$ cat src/rtl/spi_slave_pkg.sv
// Shared types and defaults for the SPI slave responder.
// State encoding, field widths and command codes.
package spi_slave_pkg;

   typedef enum logic [2:0] {
      ST_IDLE,
      ST_CMD,
      ST_ADDR,
      ST_WDATA,
      ST_RDATA,
      ST_DRAIN
   } state_t;

   localparam int CMD_W_DEF  = 4;
   localparam int ADDR_W_DEF = 4;
   localparam int DATA_W_DEF = 16;
   localparam int SYNC_DEF   = 2;

   localparam logic [3:0] CMD_WR_DEF = 4'hB;
   localparam logic [3:0] CMD_RD_DEF = 4'hA;

   function automatic int max3(input int a, input int b, input int c);
      int m;
      m = (a > b) ? a : b;
      return (m > c) ? m : c;
   endfunction

endpackage

$ cat src/rtl/spi_in_sync.sv
// Single-bit synchroniser into PCLK with edge strobes.
// Reset low so a held-low nss never fakes a falling edge.
module spi_in_sync
   import spi_slave_pkg::*;
#(
   parameter int STAGES = SYNC_DEF
) (
   input  logic PCLK,
   input  logic PRSTN,
   input  logic d,
   output logic q,
   output logic rise,
   output logic fall
);

   logic [STAGES-1:0] sync_q;
   logic              prev_q;

   // Metastability chain followed by one history flop for edge detect.
   always_ff @(posedge PCLK or negedge PRSTN) begin
      if (!PRSTN) begin
         sync_q <= '0;
         prev_q <= 1'b0;
      end else begin
         sync_q <= {sync_q[STAGES-2:0], d};
         prev_q <= sync_q[STAGES-1];
      end
   end

   assign q    = sync_q[STAGES-1];
   assign rise = q & ~prev_q;
   assign fall = ~q & prev_q;

endmodule

$ cat src/rtl/spi_slave_responder.sv
// SPI mode-0 slave: cmd/addr/data frames into a small register file.
// All SPI pins oversampled in PCLK; miso changes on sck falls only.
module spi_slave_responder
   import spi_slave_pkg::*;
#(
   parameter int                CMD_W       = CMD_W_DEF,
   parameter int                ADDR_W      = ADDR_W_DEF,
   parameter int                DATA_W      = DATA_W_DEF,
   parameter logic [CMD_W-1:0]  CMD_WR      = CMD_WR_DEF,
   parameter logic [CMD_W-1:0]  CMD_RD      = CMD_RD_DEF,
   parameter int                SYNC_STAGES = SYNC_DEF
) (
   input  logic              PCLK,
   input  logic              PRSTN,
   input  logic              sck,
   input  logic              nss,
   input  logic              mosi,
   output logic              miso,
   output logic              busy,
   output logic              wr_done,
   output logic              rd_done,
   output logic              frame_err,
   input  logic [ADDR_W-1:0] dbg_addr,
   output logic [DATA_W-1:0] dbg_rdata
);

   localparam int DEPTH = 2 ** ADDR_W;
   localparam int CNT_W = $clog2(max3(CMD_W, ADDR_W, DATA_W)) + 1;

   localparam logic [CNT_W-1:0] CMD_LAST  = CNT_W'(CMD_W - 1);
   localparam logic [CNT_W-1:0] ADDR_LAST = CNT_W'(ADDR_W - 1);
   localparam logic [CNT_W-1:0] DATA_LAST = CNT_W'(DATA_W - 1);

   logic sck_rise, sck_fall, nss_rise, nss_fall, mosi_s;
   logic unused_sck_q, unused_nss_q;
   logic unused_mosi_rise, unused_mosi_fall;

   spi_in_sync #(.STAGES(SYNC_STAGES)) u_sck (
      .PCLK (PCLK),
      .PRSTN(PRSTN),
      .d    (sck),
      .q    (unused_sck_q),
      .rise (sck_rise),
      .fall (sck_fall)
   );

   spi_in_sync #(.STAGES(SYNC_STAGES)) u_nss (
      .PCLK (PCLK),
      .PRSTN(PRSTN),
      .d    (nss),
      .q    (unused_nss_q),
      .rise (nss_rise),
      .fall (nss_fall)
   );

   spi_in_sync #(.STAGES(SYNC_STAGES)) u_mosi (
      .PCLK (PCLK),
      .PRSTN(PRSTN),
      .d    (mosi),
      .q    (mosi_s),
      .rise (unused_mosi_rise),
      .fall (unused_mosi_fall)
   );

   state_t              state, state_d;
   logic [CNT_W-1:0]    bit_cnt;
   logic [CMD_W-1:0]    cmd_sh;
   logic [ADDR_W-1:0]   addr_sh;
   logic [DATA_W-1:0]   data_sh;
   logic [DATA_W-1:0]   rd_sh;
   logic                err_flag;
   logic [DATA_W-1:0]   regs [DEPTH];

   logic cnt_clr, cnt_inc;
   logic sh_cmd, sh_addr, sh_data;
   logic wr_pulse, rd_pulse, ferr_pulse;
   logic err_set, err_clr;
   logic rd_load, rd_shift;

   // State register.
   always_ff @(posedge PCLK or negedge PRSTN) begin
      if (!PRSTN) state <= ST_IDLE;
      else        state <= state_d;
   end

   // Next-state and datapath control; nss_rise outranks any sck strobe.
   always_comb begin
      state_d    = state;
      cnt_clr    = 1'b0;
      cnt_inc    = 1'b0;
      sh_cmd     = 1'b0;
      sh_addr    = 1'b0;
      sh_data    = 1'b0;
      wr_pulse   = 1'b0;
      rd_pulse   = 1'b0;
      ferr_pulse = 1'b0;
      err_set    = 1'b0;
      err_clr    = 1'b0;
      rd_load    = 1'b0;
      rd_shift   = 1'b0;
      unique case (state)
         ST_IDLE: begin
            err_clr = 1'b1;
            if (nss_fall) begin
               state_d = ST_CMD;
               cnt_clr = 1'b1;
            end
         end
         ST_CMD, ST_ADDR, ST_WDATA, ST_RDATA: begin
            if (nss_rise) begin
               state_d    = ST_IDLE;
               cnt_clr    = 1'b1;
               ferr_pulse = 1'b1;
            end else begin
               if (state == ST_RDATA && sck_fall) begin
                  rd_load  = (bit_cnt == '0);
                  rd_shift = (bit_cnt != '0);
               end
               if (sck_rise) begin
                  cnt_inc = 1'b1;
                  unique case (state)
                     ST_CMD: begin
                        sh_cmd = 1'b1;
                        if (bit_cnt == CMD_LAST) begin
                           state_d = ST_ADDR;
                           cnt_clr = 1'b1;
                        end
                     end
                     ST_ADDR: begin
                        sh_addr = 1'b1;
                        if (bit_cnt == ADDR_LAST) begin
                           cnt_clr = 1'b1;
                           if (cmd_sh == CMD_WR) begin
                              state_d = ST_WDATA;
                           end else if (cmd_sh == CMD_RD) begin
                              state_d = ST_RDATA;
                           end else begin
                              state_d = ST_DRAIN;
                              err_set = 1'b1;
                           end
                        end
                     end
                     ST_WDATA: begin
                        sh_data = 1'b1;
                        if (bit_cnt == DATA_LAST) begin
                           state_d  = ST_DRAIN;
                           cnt_clr  = 1'b1;
                           wr_pulse = 1'b1;
                        end
                     end
                     default: begin
                        if (bit_cnt == DATA_LAST) begin
                           state_d  = ST_DRAIN;
                           cnt_clr  = 1'b1;
                           rd_pulse = 1'b1;
                        end
                     end
                  endcase
               end
            end
         end
         ST_DRAIN: begin
            if (nss_rise) begin
               state_d    = ST_IDLE;
               ferr_pulse = err_flag;
            end
         end
         default: state_d = ST_IDLE;
      endcase
   end

   // Counter, shifters, register file, pulses and miso driver.
   always_ff @(posedge PCLK or negedge PRSTN) begin
      if (!PRSTN) begin
         bit_cnt   <= '0;
         cmd_sh    <= '0;
         addr_sh   <= '0;
         data_sh   <= '0;
         rd_sh     <= '0;
         err_flag  <= 1'b0;
         miso      <= 1'b0;
         wr_done   <= 1'b0;
         rd_done   <= 1'b0;
         frame_err <= 1'b0;
         for (int i = 0; i < DEPTH; i++) regs[i] <= '0;
      end else begin
         wr_done   <= wr_pulse;
         rd_done   <= rd_pulse;
         frame_err <= ferr_pulse;
         if (cnt_clr)      bit_cnt <= '0;
         else if (cnt_inc) bit_cnt <= bit_cnt + CNT_W'(1);
         if (sh_cmd)  cmd_sh  <= {cmd_sh[CMD_W-2:0], mosi_s};
         if (sh_addr) addr_sh <= {addr_sh[ADDR_W-2:0], mosi_s};
         if (sh_data) data_sh <= {data_sh[DATA_W-2:0], mosi_s};
         if (wr_pulse) regs[addr_sh] <= {data_sh[DATA_W-2:0], mosi_s};
         if (err_clr)      err_flag <= 1'b0;
         else if (err_set) err_flag <= 1'b1;
         if (state_d != ST_RDATA) begin
            miso <= 1'b0;
         end else if (rd_load) begin
            miso  <= regs[addr_sh][DATA_W-1];
            rd_sh <= regs[addr_sh] << 1;
         end else if (rd_shift) begin
            miso  <= rd_sh[DATA_W-1];
            rd_sh <= rd_sh << 1;
         end
      end
   end

   assign busy      = (state != ST_IDLE);
   assign dbg_rdata = regs[dbg_addr];

endmodule
$ cat config.mk
export PLATFORM = sky130hd
export DESIGN_NAME = spi_slave_responder
export DESIGN_NICKNAME = d
export VERILOG_FILES = /design/src/rtl/spi_slave_pkg.sv /design/src/rtl/spi_in_sync.sv /design/src/rtl/spi_slave_responder.sv
export SDC_FILE = /design/constraint.sdc
export NUM_CORES = 1
export LEC_CHECK = 0
export ABC_AREA = 1
export CORE_ASPECT_RATIO = 0.6
export CORE_MARGIN = 8
export CORE_UTILIZATION = 57
export DETAILED_ROUTE_END_ITERATION = 8
export PLACE_DENSITY = 0.77
export SYNTH_ARGS = -nofsm -noshare
export SYNTH_HDL_FRONTEND = slang
export SYNTH_HIERARCHICAL = 1
export SYNTH_SLANG_ARGS = --single-unit
$ cat constraint.sdc
create_clock -name PCLK -period 2.8 [get_ports PCLK]
set_clock_uncertainty 0.15 [all_clocks]
set_input_delay 0.42 -clock PCLK [delete_from_list [all_inputs] [get_ports PCLK]]
set_output_delay 0.42 -clock PCLK [all_outputs]
set_load 0.1 [all_outputs]
### Word level (Yosys, flattened, before mapping)

Cells that the tools add are included.

| operators by class | value |
|---|---|
| magnitude comparators | 3 |
| equality and inequality tests | 10 |
| bitwise logic cells | 11 |
| multiplexer cells | 76 |
| add/subtract/negate cells | 1 |
| reduce and logical (&&, ||, !) cells | 14 |

Operators with widths:

| cell | number |
|---|---|
| 256-bit bitwise mux | 1 |
| 16-bit binary-select mux with 4-bit select | 2 |
| 16-bit two-way mux | 7 |
| 16-bit demux with 4-bit select | 1 |
| 1-bit two-way mux | 51 |
| 3-bit two-way mux | 8 |
| 5-bit greater-or-equal comparator (second input constant) | 2 |
| 5-bit two-way mux | 2 |
| 4-bit NOT with 5-bit output | 2 |
| 3-bit one-hot mux with 3 select lines | 1 |
| 4-bit equality test (second input constant) | 2 |
| 3-bit by 2-bit equality test with 1-bit output (second input constant) | 2 |
| 3-bit equality test (second input constant) | 2 |
| 3-bit one-hot mux with 2 select lines | 1 |
| 2-bit nonzero test | 3 |
| 3-bit nonzero test | 2 |
| 5-bit by 1-bit adder with 5-bit output (second input constant) | 1 |
| 5-bit by 2-bit equality test with 1-bit output (second input constant) | 1 |
| 5-bit by 4-bit equality test with 1-bit output (second input constant) | 1 |
| 5-bit zero test | 1 |
| 5-bit by 1-bit < comparator with 1-bit output (second input constant) | 1 |
| 1-bit NOT | 5 |
| 5-bit nonzero test | 1 |
| 1-bit AND | 4 |
| other kinds (9) | 11 |

| word-level totals | value |
|---|---|
| logic and storage cells | 147 |
| output and inout bits | 21 |
| flip-flop bits (word level) | 316 |
| input port bits | 9 |

### Longest topological paths before layout

Gate-level depths: netlist of run 1.

| logic depth | value |
|---|---|
| depth in word-level cells | 11 |
| mapped depth | 13 |

### Modules after synthesis

Netlist of run 1, hierarchy kept.

By module, submodules not included:

| module | area an instance (sq um) | cells an instance | seq. area each (sq um) | times used |
|---|---|---|---|---|
| spi_slave_responder | 15567.4 | 1936 | 7682.4 | 1 |
| spi_in_sync | 90.1 | 7 | 75.1 | 3 |

### Worst setup path before layout of run 1

Ideal clock, no wire load.

| path | value |
|---|---|
| kind | input -> output |
| start | input port dbg_addr[0] |
| end | output port dbg_rdata[0] |
| stages | 7 |
| path buffers | 3 |
| arrival time | 2.208 ns |
| slack | 0.022 ns |
| path through | clkbuf_1 clkbuf_1 clkbuf_1 o21ai_0 o22ai_1 o221ai_1 nand2_1 |

| on the way | value |
|---|---|
| longest elaborated chain between the ends | 4 |

RTL lines:

| what | RTL line | source |
|---|---|---|
| from (decl) | spi_slave_responder.sv:23 | `input logic [ADDR_W-1:0] dbg_addr,` |
| 4-bit NOT with 5-bit output (implied by the code) | spi_slave_responder.sv:211 | `assign dbg_rdata = regs[dbg_addr];` |
| 16-bit binary-select mux with 4-bit select | spi_slave_responder.sv:211 |  |
| 16-bit two-way mux (implied by the code) (2 in a row) | spi_slave_responder.sv:211 |  |
| to (decl) | spi_slave_responder.sv:24 | `output logic [DATA_W-1:0] dbg_rdata` |

Every way passes these cells. The select of a mux whose other input is x is not followed.

### Worst setup path in the final report of run 1

| path | value |
|---|---|
| start | input port dbg_addr[2] |
| end | output port dbg_rdata[15] |

Same word-level chain as after synthesis.

==> impl_metrics.sql, run 1 <==
INSERT INTO impl_metrics (metric_group, metric, value, unit) VALUES
('flow_run', 'drv.max_cap_violation_count', '0', ''),
('min_path', 'whs_path_depth', '1', ''),
('clock_network', 'root_buffer', 'clkbuf_16', ''),
('pwr', 'vdd_drop_max', '0.445', 'mV'),
('route', 'drt_drc', '0', ''),
('grt', 'wire_length_of_the_first_global_routing_pass', '80000', 'µm'),
('die', 'die_width', '231', 'µm'),
('route', 'antenna_left', '0', ''),
('critical_path', 'cpMaxStageDelayCell', 'clkdlybuf4s50_1', ''),
('critical_path', 'worst-endpoint-arrival', '1.99', 'ns'),
('placement', 'place.detailed.hpwl', '31900', 'µm'),
('clock_network', 'clock_latency', '0.59', 'ns'),
('sta', 'finalSetupViolCount', '0', ''),
('layout', 'final_nets', '1958', ''),
('critical_path', 'critical_path.cell_chain', 'clkdlybuf4s50_1, inv_1, buf_12, o21ai_0, o221ai_1, nand2_1, buf_12', ''),
('grt', 'vias_in_the_first_global_route', '14200', ''),
('clock_network', 'number_of_buffers_on_the_longest_clock_path', '3', ''),
('yosys', 'synth_nets', '1964', ''),
('placement', 'place.port_buffers', '29', ''),
('die', 'die_footprint', '33500', 'µm²'),
('critical_path', 'critical_path.reg2reg.endpoint', 'regs[51]$_DFFE_PN0P_', ''),
('critical_path', 'critPathLaunchType', 'primary input', ''),
('layout', 'instances_no_fill', '2336', ''),
('sta', 'relSlewSlack', '55.3', '%'),
('placement', 'gp_congestion', '0.964', ''),
('sta', 'final-max-slew-violation-count', '0', ''),
('route', 'finalWirelength', '49600', 'µm'),
('grt', 'grt_use_met1', '43.4', '%'),
('min_path', 'min_path_type', 'in -> reg', ''),
('grt', 'grt_antenna_before_repair', '0', ''),
('die', 'core_area', '27400', 'µm²'),
('route', 'drt_pass1_iterations', '6', ''),
('clock_network', 'htreeDepth', '1', ''),
('layout', 'drive_above_1_share', '8.94', '%'),
('grt', 'met3_usage', '8.10', '%'),
('pwr', 'power_leakage', '7.95', 'nW'),
('critical_path', 'worstPathMaxFanout', '30', ''),
('die', 'floorplan.io_pins', '30', ''),
('placement', 'dp_slack', '0.301', 'ns'),
('pwr', 'cellPowerDensity', '560', 'nW/µm²'),
('min_path', 'holdCritStartpoint', 'nss', ''),
('yosys', 'syn-instance-count', '1952', ''),
('grt', 'total_grt_usage', '29.5', '%'),
('critical_path', 'endpoint_kind', 'output port', ''),
('outcome', 'run_status', 'complete, no violations', ''),
('critical_path', 'reg2regPathDepth', '13', ''),
('yosys', 'yosys_warnings', '6', ''),
('clock_network', 'post_cts.resized_instances', '0', ''),
('critical_path', 'timing.critical_path.required', '2.23', 'ns'),
('critical_path', 'critical-path-max-stage-delay', '0.50', 'ns'),
('route', 'drt-vias-per-instance', '6.32', ''),
('yosys', 'synth.avg_cell_area', '8.09', 'µm²'),
('yosys', 'post_synth_instance_area', '15800', 'µm²'),
('sta', 'achievable-frequency', '391', 'MHz'),
('sta', 'timing.final.hold_violations', '0', ''),
('layout', 'finish.utilization', '66.1', '%'),
('layout', 'fillCellCount', '2275', ''),
('placement', 'count_of_placed_standard_cells_including_taps', '2281', ''),
('layout', 'antennaDiodeCount', '0', ''),
('route', 'drt_first_iter_violations', '2353', ''),
('clock_network', 'cts_tree', 'yes', ''),
('grt', 'global_route.overflow_total', '0', ''),
('grt', 'grt_start_max_net_pins', '68', ''),
('critical_path', 'category_of_the_most_critical_setup_path', 'in -> out', ''),
('die', 'initial_utilization', '57.6', '%'),
('route', 'routedWlPerCell', '21.2', 'µm'),
('die', 'row_count', '47', ''),
('critical_path', 'setup.reg_to_reg.worst_slack', '0.29', 'ns'),
('route', 'via_count', '14800', ''),
('sta', 'fin_ws', '0.241', 'ns'),
('critical_path', 'worstReg2RegStart', 'u_sck/sync_q[1]$_DFF_PN0_', '');
-- through the flow --
step / hold WS, ns / instance area, µm²
after floorplan: -0.0256 / 15800
after global placement: 0.187 / 17000
after detailed placement: 0.186 / 17000
after CTS: 0.115 / 18100
after global routing: 0.116 / 18100
final: 0.130 / 18100
-- flip-flops by register name, indices dropped and copies added (netlist names) --
signal         flops
regs             256
data_sh           15
rd_sh             15
bit_cnt            5
addr_sh            4
cmd_sh             4
state              3
u_mosi/sync_q      2
u_nss/sync_q       2
u_sck/sync_q       2
err_flag           1
frame_err          1
miso               1
rd_done            1
u_nss/prev_q       1
u_sck/prev_q       1
wr_done            1
-- placed cells by master (no fill, tap or decap), types with 2 or more instances in the layout --
cell type and instances:
clkbuf_1 2, nor3_1 4, o21ai_0 355, a22oi_1 92
nand4_1 19, o221ai_1 5, o21ai_1 17, bufinv_16 7
dfrtp_1 315, inv_1 104, ha_1 3, o22ai_1 12
clkbuf_16 29, mux2i_1 56, buf_4 65, xor2_1 2
nor2_4 4, inv_2 6, nand3_1 30, o2111ai_1 5
nor2_2 7, clkinvlp_4 5, clkbuf_8 8, clkinv_1 3
nor2_1 62, clkinv_2 2, clkdlybuf4s50_1 5, nand2_1 563
a21oi_1 76, buf_12 36, o211ai_1 56
-- area by class of cell --
type / instances / area [µm²] / area share (%)
Inverter: 113 / 424 / 2.34
Clock inverter: 15 / 267 / 1.47
Tap cell: 367 / 459 / 2.54
Clock buffer: 39 / 843 / 4.66
Multi-Input combinational cell: 1377 / 6930 / 38.3
Timing Repair Buffer: 110 / 1300 / 7.18
Sequential cell: 315 / 7880 / 43.5
-- what timing repair did --
action,in CTS,in global routing
setup buffers,0,0
hold buffers,1,0
endpoints found under the hold margin,59,0
-- per-layer routing --
layer  wire [µm]  vias up
li1            -     6599
met1       21200     7065
met4        1600        0
met2       20600      962
met3        6150      134
met5           0        -
-- where the power goes --
| part | total [mW] | switching (mW) | leakage [nW] | internal [mW] |
|---|---|---|---|---|
| logic | 0.912 | 0.639 | 3.05 | 0.273 |
| registers | 4.62 | 0.0346 | 4.38 | 4.59 |
| clock network | 4.61 | 1.85 | 0.529 | 2.76 |
-- worst max path at each step --
stage	endpoint	startpoint	slack, ns	depth (start not counted)
after detailed placement	dbg_rdata[15]	dbg_addr[2]	0.30	7
after floorplan	dbg_rdata[0]	dbg_addr[0]	0.02	7
after global routing	regs[144]$_DFFE_PN0P_	u_sck/sync_q[1]$_DFF_PN0_	0.09	12
after global placement	dbg_rdata[0]	dbg_addr[2]	0.32	7
after CTS	dbg_rdata[15]	dbg_addr[2]	0.28	7
final	dbg_rdata[15]	dbg_addr[2]	0.24	7
-- critical path: cells and delay by family --
family	cells	cell delay [ns]
buffers and inverters	4	1.07
AO/OA/AOI/OAI	2	0.34
AND/OR/NAND/NOR	1	0.14
No activity file was read; power rests on OpenSTA's default activity.
==> inputs of run 2 (changes only) <==
Settings changed: CORE_UTILIZATION 57 to 45, CTS_BUF_LIST from default to sky130_fd_sc_hd__clkbuf_8, PLACE_DENSITY 0.77 to 0.64.
==> run 2 against run 1 <==
Routed wire length is 5.1% higher. Non-clock buffer count decreased by 8. Sequential share of layout area increased by 0.21 points. Highest routed layer unchanged. Via count fell by 1.1%. First-iteration DRC count down 16%. Combinational power down 1%. Critical path depth is the same. Cell area down 0.47%. Die area is 24% higher. Power down 4.6%.
==> impl_metrics.sql, run 2 (synthesis gave the netlist of run 1 again) <==
INSERT INTO impl_metrics (metric_group, metric, value, unit) VALUES
('clock_network', 'htreeDepth', '2', ''),
('sta', 'setup-tns-final', '0', 'ns'),
('die', 'floorplan.io_pins', '30', ''),
('layout', 'antennaDiodeCount', '0', ''),
('clock_network', 'root_buffer', 'clkbuf_8', ''),
('route', 'drt_pass1_iterations', '5', ''),
('route', 'routedWlPerCell', '21.1', 'µm'),
('critical_path', 'cpMaxStageDelayCell', 'dfrtp_1', ''),
('layout', 'layout_commonest_cell', 'nand2_1', ''),
('critical_path', 'reg2regPathDepth', '10', ''),
('placement', 'place.detailed.hpwl', '32100', 'µm'),
('clock_network', 'clock_latency', '0.62', 'ns'),
('pwr', 'total_power', '9.68', 'mW'),
('critical_path', 'timing.critical_path.required', '2.23', 'ns'),
('critical_path', 'endpoint_kind', 'output port', ''),
('layout', 'most_frequent_cells_in_the_layout', 'nand2_1, o21ai_0, dfrtp_1', ''),
('layout', 'drive_above_1_share', '9.56', '%'),
('route', 'via_count', '14600', ''),
('grt', 'grt_antenna_before_repair', '0', ''),
('route', 'finalWirelength', '52100', 'µm'),
('clock_network', 'tritoncts_num_sinks', '315', ''),
('placement', 'place.port_buffers', '29', ''),
('flow_run', 'drv.max_cap_violation_count', '0', ''),
('layout', 'final_nets', '1970', ''),
('grt', 'global_route.overflow_total', '0', ''),
('sta', 'finalSetupViolCount', '0', ''),
('route', 'drt_drc', '0', ''),
('sta', 'relSlewSlack', '55.2', '%'),
('pwr', 'vdd_drop_max', '0.438', 'mV'),
('grt', 'wire_length_of_the_first_global_routing_pass', '81900', 'µm'),
('die', 'core_area', '34800', 'µm²'),
('pwr', 'cellPowerDensity', '537', 'nW/µm²'),
('sta', 'timing_worst_slew_pin_value', '0.671', 'ns'),
('die', 'dieHeight', '161', 'µm'),
('placement', 'gp_congestion', '0.876', ''),
('die', 'row_count', '53', ''),
('layout', 'layout_top_registers', 'regs: 256 flops, data_sh: 15 flops, rd_sh: 15 flops', ''),
('critical_path', 'worstPathMaxFanout', '3', ''),
('outcome', 'run_status', 'complete, no violations', ''),
('critical_path', 'critical-path-max-stage-delay', '0.40', 'ns'),
('clock_network', 'clk_transition_reported_paths', '0.07', 'ns'),
('layout', 'regMostFlops', 'regs', ''),
('min_path', 'min_delay_worst_endpoint', 'u_sck/sync_q[0]$_DFF_PN0_', ''),
('clock_network', 'number_of_buffers_on_the_longest_clock_path', '3', ''),
('critical_path', 'critical_path.cell_chain', 'inv_1, a21oi_1, o21ai_0, o21ai_0, o221ai_1, nand2_1, buf_12', ''),
('critical_path', 'critPathLaunchType', 'flop', ''),
('clock_network', 'post_cts.resized_instances', '0', ''),
('critical_path', 'timing.critical_path.max_delay_family', 'compound AO/OA/AOI/OAI gates', ''),
('critical_path', 'worstReg2RegStart', 'addr_sh[2]$_DFFE_PN0P_', ''),
('sta', 'layout_worst_path_cycle_share', '91.0', '%'),
('pwr', 'power_leakage', '7.96', 'nW'),
('min_path', 'whs_path_depth', '1', ''),
('die', 'initial_utilization', '45.4', '%'),
('grt', 'total_grt_usage', '24.8', '%'),
('grt', 'grt_start_max_net_pins', '74', ''),
('sta', 'unrepaired_setup_endpoints_after_global_routing', 'false', ''),
('grt', 'vias_in_the_first_global_route', '13600', ''),
('critical_path', 'category_of_the_most_critical_setup_path', 'reg -> out', ''),
('sta', 'final-max-slew-violation-count', '0', ''),
('sta', 'achievable-frequency', '392', 'MHz'),
('critical_path', 'cp_num_buf_inv', '2', ''),
('sta', 'timing.final.hold_violations', '0', ''),
('critical_path', 'critical_path.reg2reg.endpoint', 'rd_sh[12]$_DFFE_PN0P_', ''),
('route', 'drt-vias-per-instance', '5.92', ''),
('sta', 'finalWorstPathRequiredPeriod', '2.55', 'ns'),
('die', 'die_footprint', '41600', 'µm²'),
('layout', 'flow.area_growth_from_synthesis', '14.1', '%'),
('min_path', 'holdCritStartpoint', 'sck', ''),
('route', 'drt_first_iter_violations', '1986', ''),
('clock_network', 'cts_tree', 'yes', ''),
('min_path', 'min_path_type', 'in -> reg', ''),
('die', 'die_width', '258', 'µm'),
('clock_network', 'total_cts_buffers', '49', ''),
('route', 'antenna_left', '0', ''),
('critical_path', 'worst-endpoint-arrival', '1.98', 'ns'),
('critical_path', 'setup.reg_to_reg.worst_slack', '0.29', 'ns'),
('layout', 'largest_register_ffs', '256', ''),
('critical_path', 'worst_path_most_repeated_cell', 'o21ai_0', '');
run 2: changes by cell type in the layout (fill, tap and decap cells not counted), sizes merged:
cell | previous run | this run
clkdlybuf4s50 | 5 | 4
inv | 111 | 127
bufinv | 7 | 1
buf | 104 | 97
clkinvlp | 5 | 1
clkbuf | 39 | 66
clkinv | 5 | 9
run 2: worst max path at each step:
stage	cells past startpoint	slack [ns]	from	end
after global routing	12	0.05	u_sck/sync_q[1]$_DFF_PN0_	regs[221]$_DFFE_PN0P_
after global placement	8	0.32	dbg_addr[0]	dbg_rdata[14]
final	7	0.25	regs[175]$_DFFE_PN0P_	dbg_rdata[15]
after detailed placement	7	0.33	dbg_addr[0]	dbg_rdata[12]
after CTS	7	0.25	regs[108]$_DFFE_PN0P_	dbg_rdata[12]
after floorplan	7	0.02	dbg_addr[0]	dbg_rdata[0]
run 2: routing by layer:
metal,GRT usage [%],share of wire [%],vias to the layer above
li1,-,-,6618
met1,37.3,46,7061
met2,35.1,41,803
met3,5.19,10,116
met4,7.75,2.7,0
met5,0,0,-
run 2: cell type report:
| class | instances | area [µm²] |
|---|---|---|
| sequential | 315 | 7880 |
| timing repair buffer | 102 | 1160 |
| multi-input combinational | 1377 | 6930 |
| inverter | 113 | 424 |
| fill | 3303 | 16800 |
| clock buffer | 66 | 908 |
| clock inverter | 25 | 131 |
| tap | 467 | 584 |
run 2: worst register-to-register path: stages (launching register included):
cell	delay, ns
dfrtp_1	0.39
inv_1	0.09
nand2_1	0.18
clkinv_1	0.45
buf_4	0.39
nand2_1	0.10
nand4_1	0.29
nand2_1	0.16
nand2_1	0.07
nand2_1	0.06
nand2_1	0.04
run 2: where the power goes:
| part | total, mW | internal [mW] | switching (mW) |
|---|---|---|---|
| clock network | 4.16 | 2.19 | 1.97 |
| registers | 4.62 | 4.59 | 0.0324 |
| logic | 0.900 | 0.264 | 0.636 |
run 2: timing repair:
item                      CTS  global route
buffers inserted            0             0
hold buffers                1             0
hold endpoints to repair   65             0
run 2: through the flow:
step	instance area, µm²	worst slack (ns)	instances	hold slack (ns)	util, %
after floorplan	15800	0.0216	1952	-0.0256	-
after global placement	17000	0.323	2373	0.182	48.8
after detailed placement	17000	0.328	2373	0.185	48.8
after CTS	18000	0.255	2465	0.0811	51.8
after global routing	18000	0.0459	2465	0.0869	51.8
final	18000	0.252	2465	0.117	51.8
==> inputs of run 3 (changes only) <==
Settings changed: CORE_ASPECT_RATIO 0.6 to 0.5.
==> run 3 against run 2 <==
Power is 1.4% lower. Cell count is 0.20% higher. Maximum frequency is 0.23% lower. Critical path type is now in -> out.
==> impl_metrics.sql, run 3 (synthesis gave the netlist of run 1 again) <==
INSERT INTO impl_metrics (metric_group, metric, value, unit) VALUES
('critical_path', 'worstReg2RegStart', 'u_sck/sync_q[1]$_DFF_PN0_', ''),
('die', 'core_area', '34500', 'µm²'),
('route', 'met3_wirelength', '5650', 'µm'),
('critical_path', 'endpoint_kind', 'output port', ''),
('route', 'met2RoutedLength', '21200', 'µm'),
('layout', 'drive_above_1_share', '9.67', '%'),
('placement', 'place.detailed.hpwl', '31100', 'µm'),
('layout', 'antennaDiodeCount', '0', ''),
('sta', 'relSlewSlack', '52.6', '%'),
('outcome', 'run_status', 'complete, no violations', ''),
('layout', 'layout_commonest_cell', 'nand2_1', ''),
('critical_path', 'setup.reg_to_reg.worst_slack', '0.31', 'ns'),
('route', 'drt_drc', '0', ''),
('clock_network', 'tritoncts_num_sinks', '315', ''),
('critical_path', 'timing.critical_path.required', '2.23', 'ns'),
('layout', 'flow.area_growth_from_synthesis', '14.4', '%'),
('sta', 'finalWorstPathRequiredPeriod', '2.55', 'ns'),
('route', 'drt_first_iter_violations', '1666', ''),
('pwr', 'power_leakage', '7.96', 'nW'),
('clock_network', 'cts_tree', 'yes', ''),
('critical_path', 'critPathLaunchType', 'primary input', ''),
('die', 'die_width', '281', 'µm'),
('min_path', 'min_path_type', 'in -> reg', ''),
('critical_path', 'reg2regPathDepth', '12', ''),
('clock_network', 'htreeDepth', '2', ''),
('sta', 'final-max-slew-violation-count', '0', ''),
('critical_path', 'category_of_the_most_critical_setup_path', 'in -> out', ''),
('die', 'floorplan.io_pins', '30', ''),
('grt', 'global_route.overflow_total', '0', ''),
('route', 'via_count', '14100', ''),
('layout', 'layout_top_registers', 'regs: 256 flops, data_sh: 15 flops, rd_sh: 15 flops', ''),
('clock_network', 'post_cts.resized_instances', '0', ''),
('layout', 'regArea', '7880', 'µm²'),
('route', 'routedWlPerCell', '20.5', 'µm'),
('route', 'drt-vias-per-instance', '5.71', ''),
('critical_path', 'worst-endpoint-arrival', '1.98', 'ns'),
('sta', 'finalSetupViolCount', '0', ''),
('layout', 'regMostFlops', 'regs', ''),
('placement', 'place.port_buffers', '29', ''),
('clock_network', 'post_cts_buffers', '0', ''),
('sta', 'layout_worst_path_cycle_share', '91.2', '%'),
('min_path', 'whs_path_depth', '1', ''),
('pwr', 'total_power', '9.54', 'mW'),
('sta', 'achievable-frequency', '392', 'MHz'),
('sta', 'unrepaired_setup_endpoints_after_global_routing', 'false', ''),
('placement', 'count_of_placed_standard_cells_including_taps', '2384', ''),
('pwr', 'cellPowerDensity', '528', 'nW/µm²'),
('sta', 'setup-tns-final', '0', 'ns'),
('clock_network', 'number_of_buffers_on_the_longest_clock_path', '3', ''),
('layout', 'instances_no_fill', '2470', ''),
('clock_network', 'total_cts_buffers', '47', ''),
('route', 'route.top_layer_used', 'met4', ''),
('clock_network', 'clk_transition_reported_paths', '0.07', 'ns'),
('pwr', 'vdd_drop_max', '0.229', 'mV'),
('grt', 'grt_start_max_net_pins', '67', ''),
('die', 'die_footprint', '41700', 'µm²'),
('min_path', 'holdCritStartpoint', 'sck', ''),
('die', 'dieHeight', '148', 'µm'),
('layout', 'final_nets', '1971', ''),
('grt', 'total_grt_usage', '24.0', '%'),
('clock_network', 'clock_latency', '0.62', 'ns'),
('sta', 'timing.final.hold_violations', '0', ''),
('die', 'initial_utilization', '45.7', '%'),
('grt', 'vias_in_the_first_global_route', '13100', ''),
('die', 'row_count', '48', ''),
('layout', 'most_frequent_cells_in_the_layout', 'nand2_1, o21ai_0, dfrtp_1', ''),
('route', 'drt_pass1_iterations', '6', ''),
('critical_path', 'worstPathMaxFanout', '35', ''),
('placement', 'gp_congestion', '0.855', ''),
('layout', 'fillCellCount', '3259', ''),
('route', 'wire_length_on_met1', '23000', 'µm'),
('sta', 'timing_worst_slew_pin_value', '0.710', 'ns'),
('flow_run', 'drv.max_cap_violation_count', '0', ''),
('grt', 'grt_antenna_before_repair', '0', ''),
('route', 'antenna_left', '0', ''),
('grt', 'wire_length_of_the_first_global_routing_pass', '78500', 'µm'),
('critical_path', 'critical_path.reg2reg.endpoint', 'regs[115]$_DFFE_PN0P_', ''),
('clock_network', 'root_buffer', 'clkbuf_8', ''),
('route', 'finalWirelength', '50600', 'µm'),
('layout', 'multi_input_comb_area', '6930', 'µm²'),
('layout', 'largest_register_ffs', '256', ''),
('layout', 'finish.utilization', '52.3', '%'),
('min_path', 'min_delay_worst_endpoint', 'u_sck/sync_q[0]$_DFF_PN0_', '');
## run 3: worst max path at each step
| stage | from | end | depth (start not counted) |
|---|---|---|---|
| detailed placement | dbg_addr[0] | dbg_rdata[0] | 7 |
| finish | dbg_addr[0] | dbg_rdata[0] | 7 |
| global route | dbg_addr[0] | dbg_rdata[0] | 7 |
| CTS | dbg_addr[0] | dbg_rdata[0] | 7 |
| global placement | dbg_addr[0] | dbg_rdata[11] | 7 |
| floorplan | dbg_addr[0] | dbg_rdata[0] | 7 |
## run 3: cell type report
type | instances | area share, %
clock buffer | 67 | 5.10
clock inverter | 18 | 0.450
inverter | 113 | 2.35
multi-input combinational | 1377 | 38.4
sequential | 315 | 43.6
tap | 475 | 3.29
timing repair buffer | 105 | 6.82
## run 3: power breakdown
group,switching [mW],leakage (nW),total [mW],internal (mW)
clock network,1.90,0.571,4.02,2.12
logic,0.636,3.01,0.900,0.263
registers,0.0313,4.38,4.62,4.59
## run 3: stage by stage
| stage | setup slack [ns] | cell area [µm²] | hold WS (ns) |
|---|---|---|---|
| after floorplan | 0.0216 | 15800 | -0.0256 |
| after CTS | 0.295 | 18100 | 0.0846 |
| after global routing | 0.136 | 18100 | 0.0946 |
| after detailed placement | 0.306 | 17100 | 0.187 |
| after global placement | 0.334 | 17100 | 0.184 |
| final | 0.246 | 18100 | 0.101 |
## run 3: metal layers
layer	GRT usage, %	vias to the layer above
li1	-	6628
met1	34.2	6737
met2	35.0	658
met3	8.09	78
met4	5.65	0
met5	0	-
## run 3: repair_timing
action,in CTS,in global routing
setup endpoints to repair,0,0
endpoints found under the hold margin,61,0
hold buffers,1,0
## run 3: critical path: stages
cell,delay [ns]
buf_6,0.31
inv_1,0.27
o21ai_0,0.20
o21ai_0,0.09
o221ai_1,0.23
nand2_1,0.22
buf_12,0.23
